File: config.mk
export PLATFORM = sky130hd
export DESIGN_NAME = mult_div_unit
export DESIGN_NICKNAME = d
export VERILOG_FILES = /design/src/rtl/mips_pkg.sv /design/src/rtl/mdu_sign_fix.sv /design/src/rtl/mult_div_unit.sv
export SDC_FILE = /design/constraint.sdc
export NUM_CORES = 1
export LEC_CHECK = 0
export CAP_MARGIN = 10
export CORE_MARGIN = 5
export CORE_UTILIZATION = 33
export CTS_BUF_LIST = sky130_fd_sc_hd__clkbuf_8
export DETAILED_ROUTE_END_ITERATION = 10
export HOLD_SLACK_MARGIN = 0.06
export PLACE_DENSITY_LB_ADDON = 0.2
export SLEW_MARGIN = 10
export SYNTH_ARGS = -nofsm -noshare
export SYNTH_HDL_FRONTEND = slang
export SYNTH_SLANG_ARGS = --single-unit
File: constraint.sdc
create_clock -name clock -period 3.4 [get_ports clock]
set_clock_uncertainty 0.15 [all_clocks]
set_input_delay 0.68 -clock clock [delete_from_list [all_inputs] [get_ports clock]]
set_output_delay 0.68 -clock clock [all_outputs]
set_load 0.05 [all_outputs]
File: src/rtl/mips_pkg.sv
// Types and constants shared by the MIPS multiply/divide unit.
package mips_pkg;

    typedef enum logic [1:0] {
        OP_MULT  = 2'd0,
        OP_MULTU = 2'd1,
        OP_DIV   = 2'd2,
        OP_DIVU  = 2'd3
    } mdu_op_t;

    typedef logic [1:0] mdu_state_t;

    localparam mdu_state_t ST_IDLE = 2'd0;
    localparam mdu_state_t ST_CALC = 2'd1;
    localparam mdu_state_t ST_FIX  = 2'd2;

    localparam int unsigned MDU_ITER = 32;

endpackage

File: src/rtl/mdu_sign_fix.sv
// Conditional two's-complement negate used for the final sign correction.
module mdu_sign_fix #(
    parameter int unsigned WIDTH = 64
) (
    input  logic [WIDTH-1:0] value,
    input  logic             negate,
    output logic [WIDTH-1:0] result
);

    assign result = negate ? ({WIDTH{1'b0}} - value) : value;

endmodule

File: src/rtl/mult_div_unit.sv
// Iterative MULT/MULTU/DIV/DIVU unit with HI/LO registers: one radix-2 step per cycle on
// operand magnitudes, then a single sign-correction cycle.
module mult_div_unit
    import mips_pkg::*;
#(
    parameter int unsigned WIDTH = 32
) (
    input  logic             clock,
    input  logic             reset_n,
    input  logic             start,
    input  mdu_op_t          op,
    input  logic [WIDTH-1:0] rs_data,
    input  logic [WIDTH-1:0] rt_data,
    input  logic             mthi,
    input  logic             mtlo,
    output logic             busy,
    output logic             done,
    output logic [WIDTH-1:0] hi,
    output logic [WIDTH-1:0] lo
);

    localparam logic [5:0] LAST_STEP = 6'(MDU_ITER - 1);

    mdu_state_t         state_q, state_d;
    logic [5:0]         count_q, count_d;
    logic [2*WIDTH-1:0] acc_q, acc_d;
    logic [WIDTH-1:0]   opnd_q, opnd_d;
    logic [WIDTH-1:0]   rs_q, rs_d;
    logic               div_q, div_d;
    logic               neg_lo_q, neg_lo_d;
    logic               neg_hi_q, neg_hi_d;
    logic               zero_q, zero_d;
    logic [WIDTH-1:0]   hi_q, hi_d;
    logic [WIDTH-1:0]   lo_q, lo_d;
    logic               done_q, done_d;

    logic             is_div, is_signed, rs_neg, rt_neg;
    logic [WIDTH-1:0] rs_mag, rt_mag;

    assign is_div    = (op == OP_DIV) || (op == OP_DIVU);
    assign is_signed = (op == OP_MULT) || (op == OP_DIV);
    assign rs_neg    = is_signed & rs_data[WIDTH-1];
    assign rt_neg    = is_signed & rt_data[WIDTH-1];
    assign rs_mag    = rs_neg ? ({WIDTH{1'b0}} - rs_data) : rs_data;
    assign rt_mag    = rt_neg ? ({WIDTH{1'b0}} - rt_data) : rt_data;

    // Multiply step: acc = {partial product, remaining multiplier bits}, shifted right.
    logic [WIDTH-1:0]   addend;
    logic [WIDTH:0]     mul_sum;
    logic [2*WIDTH-1:0] step_mul;

    assign addend   = acc_q[0] ? opnd_q : '0;
    assign mul_sum  = {1'b0, acc_q[2*WIDTH-1:WIDTH]} + {1'b0, addend};
    assign step_mul = {mul_sum, acc_q[WIDTH-1:1]};

    // Restoring divide step: acc = {remainder, dividend/quotient}, shifted left.
    logic [WIDTH:0]     rem_shift;
    logic [WIDTH+1:0]   rem_diff;
    logic               qbit;
    logic [WIDTH-1:0]   rem_next;
    logic [2*WIDTH-1:0] step_div;

    assign rem_shift = acc_q[2*WIDTH-1:WIDTH-1];
    assign rem_diff  = {1'b0, rem_shift} - {2'b00, opnd_q};
    assign qbit      = ~rem_diff[WIDTH+1];
    assign rem_next  = qbit ? rem_diff[WIDTH-1:0] : rem_shift[WIDTH-1:0];
    assign step_div  = {rem_next, acc_q[WIDTH-2:0], qbit};

    // The remainder is always below the divisor, so this bit is zero whenever it is selected.
    logic unused_rem_bit;
    assign unused_rem_bit = rem_diff[WIDTH];

    logic [2*WIDTH-1:0] fix_in, fix_out;
    logic [WIDTH-1:0]   rem_fix;

    assign fix_in  = div_q ? {{WIDTH{1'b0}}, acc_q[WIDTH-1:0]} : acc_q;
    assign rem_fix = neg_hi_q ? ({WIDTH{1'b0}} - acc_q[2*WIDTH-1:WIDTH])
                              : acc_q[2*WIDTH-1:WIDTH];

    mdu_sign_fix #(
        .WIDTH (2 * WIDTH)
    ) u_sign_fix (
        .value  (fix_in),
        .negate (neg_lo_q),
        .result (fix_out)
    );

    always_comb begin
        state_d  = state_q;
        count_d  = count_q;
        acc_d    = acc_q;
        opnd_d   = opnd_q;
        rs_d     = rs_q;
        div_d    = div_q;
        neg_lo_d = neg_lo_q;
        neg_hi_d = neg_hi_q;
        zero_d   = zero_q;
        hi_d     = hi_q;
        lo_d     = lo_q;
        done_d   = 1'b0;
        case (state_q)
            ST_IDLE: begin
                if (start) begin
                    state_d  = ST_CALC;
                    count_d  = '0;
                    div_d    = is_div;
                    neg_lo_d = rs_neg ^ rt_neg;
                    neg_hi_d = is_div & rs_neg;
                    zero_d   = is_div && (rt_data == '0);
                    rs_d     = rs_data;
                    opnd_d   = is_div ? rt_mag : rs_mag;
                    acc_d    = {{WIDTH{1'b0}}, is_div ? rs_mag : rt_mag};
                end else begin
                    if (mthi) hi_d = rs_data;
                    if (mtlo) lo_d = rs_data;
                end
            end
            ST_CALC: begin
                acc_d   = div_q ? step_div : step_mul;
                count_d = count_q + 6'd1;
                if (count_q == LAST_STEP) state_d = ST_FIX;
            end
            ST_FIX: begin
                state_d = ST_IDLE;
                done_d  = 1'b1;
                if (zero_q) begin
                    hi_d = rs_q;
                    lo_d = '1;
                end else if (div_q) begin
                    hi_d = rem_fix;
                    lo_d = fix_out[WIDTH-1:0];
                end else begin
                    {hi_d, lo_d} = fix_out;
                end
            end
            default: state_d = ST_IDLE;
        endcase
    end

    always_ff @(posedge clock or negedge reset_n) begin
        if (!reset_n) begin
            state_q  <= ST_IDLE;
            count_q  <= '0;
            acc_q    <= '0;
            opnd_q   <= '0;
            rs_q     <= '0;
            div_q    <= 1'b0;
            neg_lo_q <= 1'b0;
            neg_hi_q <= 1'b0;
            zero_q   <= 1'b0;
            hi_q     <= '0;
            lo_q     <= '0;
            done_q   <= 1'b0;
        end else begin
            state_q  <= state_d;
            count_q  <= count_d;
            acc_q    <= acc_d;
            opnd_q   <= opnd_d;
            rs_q     <= rs_d;
            div_q    <= div_d;
            neg_lo_q <= neg_lo_d;
            neg_hi_q <= neg_hi_d;
            zero_q   <= zero_d;
            hi_q     <= hi_d;
            lo_q     <= lo_d;
            done_q   <= done_d;
        end
    end

    assign busy = (state_q != ST_IDLE);
    assign done = done_q;
    assign hi   = hi_q;
    assign lo   = lo_q;

endmodule

Word-level counts from Yosys, hierarchy flattened
Cells that the tools add are included.
- add/subtract/negate cells: 7
- eq/ne operators: 10
- muxes and demuxes: 27
- reductions and logical operators: 14
- bitwise gates (word level): 5
- operators by type and width (operator ; count):
    $mux 32 ; 14
    $mux 64 ; 4
    $pmux 32 s2 ; 2
    $pmux 64 s2 ; 1
    $sub 1x32->32 const A ; 3
    $sub 1x64->64 const A ; 1
    $sub 33x32->34 ; 1
    $add 32x32->33 ; 1
    $logic_not 32->1 ; 1
    $pmux 6 s2 ; 1
    $ne 2x2->1 const B ; 5
    $add 6x1->6 const B ; 1
    $eq 2x2->1 const B ; 3
    $eq 6x5->1 const B ; 1
    $mux 6 ; 1
    $reduce_and 2->1 ; 3
    $reduce_and 3->1 ; 2
    $reduce_bool 2->1 ; 3
    $logic_not 2->1 ; 2
    $mux 2 ; 2
    $pmux 2 s2 ; 1
    $and 1x1->1 ; 3
    $eq 2x1->1 const B ; 1
    $logic_or 1x1->1 ; 2
    other kinds (4) ; 4
- bits of input ports: 71
- output and inout port bits: 66
- register bits after elaboration: 205

Logic depth before layout (Yosys ltp)
- word-level depth: 7
- depth in mapped cells: 14

Modules after synthesis
From an unflattened synthesis, not the netlist that was laid out.
- cells, all modules: 2207
- area, all modules: 17321.6 µm²
- modules (own cells, without submodules) (module ; cells an instance ; times used ; area each (µm²) ; sequential area each (µm²)):
    mult_div_unit ; 2009 ; 1 ; 15867.7 ; 5129.9
    mdu_sign_fix ; 198 ; 1 ; 1453.9 ; 0.0

Least setup slack after synthesis
No wires, ideal clock.
- kind: flip-flop to flip-flop
- start: reg acc_q[0]
- end: reg acc_q[62]
- required time: 3151 ps
- stages on the path, launching flop included: 14
- arrival time: 3232 ps
- slack: -82 ps
- buffers on the path: 1
- cell sequence: dfrtp_1 -> inv_1 -> clkbuf_1 -> nor2_1 -> ha_1 -> and2_1 -> a221o_1 -> o21a_1 -> a211oi_1 -> o21ai_0 -> o2111a_1 -> o21ai_0 -> mux2_2 -> a311oi_1
- longest elaborated chain between the ends: 4
- ends and longest elaborated chain (element ; RTL line ; source):
    from (decl) ; mult_div_unit.sv:26 ; logic [2*WIDTH-1:0] acc_q, acc_d;
    from (signal assigned) ; mult_div_unit.sv:144 ; acc_q <= '0;
    from (signal assigned) ; mult_div_unit.sv:157 ; acc_q <= acc_d;
    $mux 32 ; mult_div_unit.sv:52 ; assign addend = acc_q[0] ? opnd_q : '0;
    $add 32x32->33 ; mult_div_unit.sv:53 ; assign mul_sum = {1'b0, acc_q[2*WIDTH-1:WIDTH]} + {1'b0, addend};
    $mux 64 ; mult_div_unit.sv:119 ; acc_d = div_q ? step_div : step_mul;
    $pmux 64 s2 ; mult_div_unit.sv:101 ; case (state_q)
Every way passes these cells.
A chain may end at the register's enable or synchronous reset.

Final worst setup path
- start: reg acc_q[0]
- end: reg acc_q[60]
Same word-level chain as after synthesis.

==> impl_metrics.csv <==
group,metric,value,unit
synth,yosys.area_share.xor_xnor,0.0874,
detailed_routing,drt_iter0_drc,1711,
placed_design,pre_cts_ws,-0.710,ns
die,dieArea,0.0553,sq mm
synth,netlist_area,0.0167,sq mm
final_layout,fill_cells,5001,
power,power.switching,10.4,mW
power,ir_worst_vdd,0.312,mV
status,outcome,"finished clean",
power,seq_power_share,0.194,
critical_path,cp_max_fo,5,
synth,synth_compound_area_frac,0.271,
clock_tree,cts_max_path_buffers,3,
synth,synth-simple-area-share,0.196,
critical_path,cp-start-kind,"register",
grt,grt_pass1_vias,17700,
sta,hold_viol,0,
critical_path,r2r_cells,13,
synth,async_reset_ff_frac,1.00,
sta,fin_crit_sh,0.983,
detailed_routing,vias,18100,
synth,synth_edf_count,0,
synth,synth_top_cell_area_share,0.307,
clock_tree,clock_sinks,205,
die,pin_count,137,
power,p_per_area,959,mW/mm^2
synth,synth_top_family_by_area,"compound AO/OA/AOI/OAI gates",
detailed_routing,first_pass_iters,7,
detailed_routing,vias_per_cell,5.64,
synth,yosys-top-cells-count,"nand2_1 (295), dfrtp_1 (205), o21ai_0 (201)",
synth,yosys.area.top_type,"dfrtp_1",
sta,finalCriticalPeriod,3.34,ns
sta,finalSetupViolCount,0,
grt,grt-ovfl-total,0,
synth,synthAdderAreaFrac,0.0540,
synth,ys_warn_count,0,
critical_path,path_class,"register to register",
detailed_routing,finalWirelength,72.8,mm
synth,ys_seq_area_frac,0.307,
power,p_int,11.0,mW
synth,synth.most_common_cell,"nand2_1",
die,core-area,0.0502,sq mm
grt,grt_pass1_wl,109,mm
sta,rsz0062_at_grt,"yes",
final_layout,area_delta_synth_final,33.2,%
grt,track_usage,0.250,
hold_path,min_path_type,"register to register",
detailed_routing,drc,0,
clock_tree,cts_buffers,39,
detailed_routing,route.detailed.wl_per_inst,22.7,um
sta,fin_ws,0.0583,ns
detailed_routing,antenna_left,0,
power,p_sw_frac,0.487,
power,p_comb_frac,0.683,
clock_tree,clock-root-buffer,"clkbuf_8",
power,power,21.4,mW
placed_design,io_buffers,136,
sta,maxSlewViolCount,0,
sta,tightest_slew,1.06,ns
die,row_count,82,
grt,grt_max_degree,86,
critical_path,cp-end-kind,"register",
grt,grt_antenna_before_repair,3,
synth,synth_nets,2285,
critical_path,crit_required,3.67,ns
hold_path,min_path_cells,2,
final_layout,nNetsFinal,2649,
critical_path,crit_arrival,3.61,ns
run,drv_cap,0,
final_layout,layout-drive-gt1-share,0.204,
sta,fmax,0.299,GHz
power,p_clk_frac,0.123,
synth,synth_ff_type,"dfrtp_1",
synth,synth_mux_area_frac,0.0321,
power,power_leakage,9.65,nW
placed_design,place_congestion,0.965,
clock_tree,cts_tree,"built",
synth,netlist_instances,2143,
synth,syn_area_per_cell,7.81,sq um
synth,synth_area_leaders,"dfrtp_1 (31%), nand2_1 (6.6%), o21ai_0 (6.0%)",
placed_design,dp_hpwl,56.8,mm
die,die_w,235,um
sta,max_slew_margin,0.293,
die,die_y,235,um
clock_tree,clock_latency,0.59,ns
clock_tree,path_clk_slew,0.06,ns
synth,ys_seq_elements,205,
synth,ys_types,80,
die,initial_utilization,0.333,
clock_tree,htree_levels,2,
==> per-layer routing <==
layer / vias up / part of all wire / global-route usage / wire [um]
met5: - / 0.00015 / 0 / 11
met1: 8733 / 0.44 / 0.341 / 31900
met3: 149 / 0.065 / 0.0382 / 4690
met4: 2 / 0.059 / 0.127 / 4260
li1: 8496 / - / - / -
met2: 726 / 0.44 / 0.385 / 31900
==> flip-flops by register name (all words and copies together) (netlist names), 2 cells and up <==
register / count
lo: 32
opnd_q: 32
state_q: 2
rs_q: 32
hi: 32
acc_q: 64
count_q: 6
==> cell type report <==
| cell class | instances | area (sq um) | share of cell area |
|---|---|---|---|
| multi-input cells | 1708 | 11100 | 0.497 |
| well taps | 672 | 841 | 0.0377 |
| repair buffers | 489 | 4160 | 0.187 |
| inverters | 64 | 243 | 0.0109 |
| flip-flops and latches | 205 | 5130 | 0.230 |
| diodes | 1 | 2.50 | 0.000112 |
| clock buffers | 54 | 743 | 0.0334 |
| clock inverters | 16 | 80.1 | 0.00359 |
==> worst max-delay path, stage by stage, from the launching register on <==
cell	delay (ns)
dfrtp_1	0.42
inv_4	0.11
nor2_1	0.07
ha_1	0.31
and2_4	0.15
a221o_1	0.32
o21a_1	0.22
buf_4	0.16
a21oi_2	0.20
o21ai_1	0.14
a211o_1	0.43
a21oi_2	0.20
xnor2_1	0.14
o221ai_1	0.17
==> logic make-up (layout without fill, tap and decap cells) <==
kind of cell / Yosys count / in the layout
flops: 205 / 205
simple gates: 696 / 696
fa+ha+maj: 71 / 71
buf+inv: 230 / 623
mux: 53 / 53
other cells: 0 / 1
xor+xnor: 167 / 167
compound gates: 721 / 721
==> repair_timing <==
action,CTS,global route
pin swaps,6,20
gates resized for setup,28,51
endpoints found under the hold margin,63,0
cloned,1,0
setup endpoints to repair,49,40
hold buffers,1,0
buffers inserted,2,9
==> power by group through the flow <==
stage / clock [mW] / combinational, mW / sequential [mW]
global route: 2.79 / 15.8 / 4.24
floorplan: 0 / 7.68 / 4.63
global placement: 0 / 13.6 / 4.15
detailed placement: 0 / 13.8 / 4.17
finish: 2.64 / 14.6 / 4.15
CTS: 2.69 / 14.1 / 4.13
==> per-stage QoR <==
| stage | util | TNS [ns] | cells | instance area (sq um) | hold WS, ns |
|---|---|---|---|---|---|
| 3_5_place_dp | 0.418 | -24.64 | 3126 | 21000 | 0.312 |
| 5_1_grt | 0.444 | -0.200 | 3209 | 22300 | 0.346 |
| 3_3_place_gp | 0.418 | -25.51 | 3126 | 21000 | 0.307 |
| 4_1_cts | 0.438 | -0.0367 | 3200 | 22000 | 0.327 |
| 6_report | 0.444 | 0 | 3209 | 22300 | 0.326 |
| 2_1_floorplan | - | 0 | 2143 | 16700 | 0.234 |
==> final timing paths <==
kind | start | end | slack, ns
min in group asynchronous | reset_n | lo[16]$_DFFE_PN0P_ | 0.54
min reg2reg | rs_q[24]$_DFFE_PN0P_ | rs_q[24]$_DFFE_PN0P_ | 0.33
min | rs_q[24]$_DFFE_PN0P_ | rs_q[24]$_DFFE_PN0P_ | 0.33
max | acc_q[0]$_DFFE_PN0P_ | acc_q[60]$_DFFE_PN0P_ | 0.06
max reg2reg | acc_q[0]$_DFFE_PN0P_ | acc_q[60]$_DFFE_PN0P_ | 0.06
max in group asynchronous | reset_n | div_q$_DFFE_PN0P_ | 1.79
==> layout by cell type (no fill, tap or decap), drive strengths merged, types with 24 or more instances in the layout <==
cell	synthesis	routed
a21oi	180	180
a211oi	46	46
nor2	172	172
a21o	27	27
nor3	32	32
o31ai	24	24
ha	69	69
xor2	57	57
nand2	295	295
o22ai	33	33
clkdlybuf4s50	0	134
nand3	27	27
a222oi	24	24
o21ai	216	216
xnor2	110	110
nand2b	26	26
inv	64	70
buf	18	352
nor4	29	29
o211ai	33	33
dfrtp	205	205
clkbuf	148	55
mux2i	48	48
No activity file was read; power rests on OpenSTA's default activity.
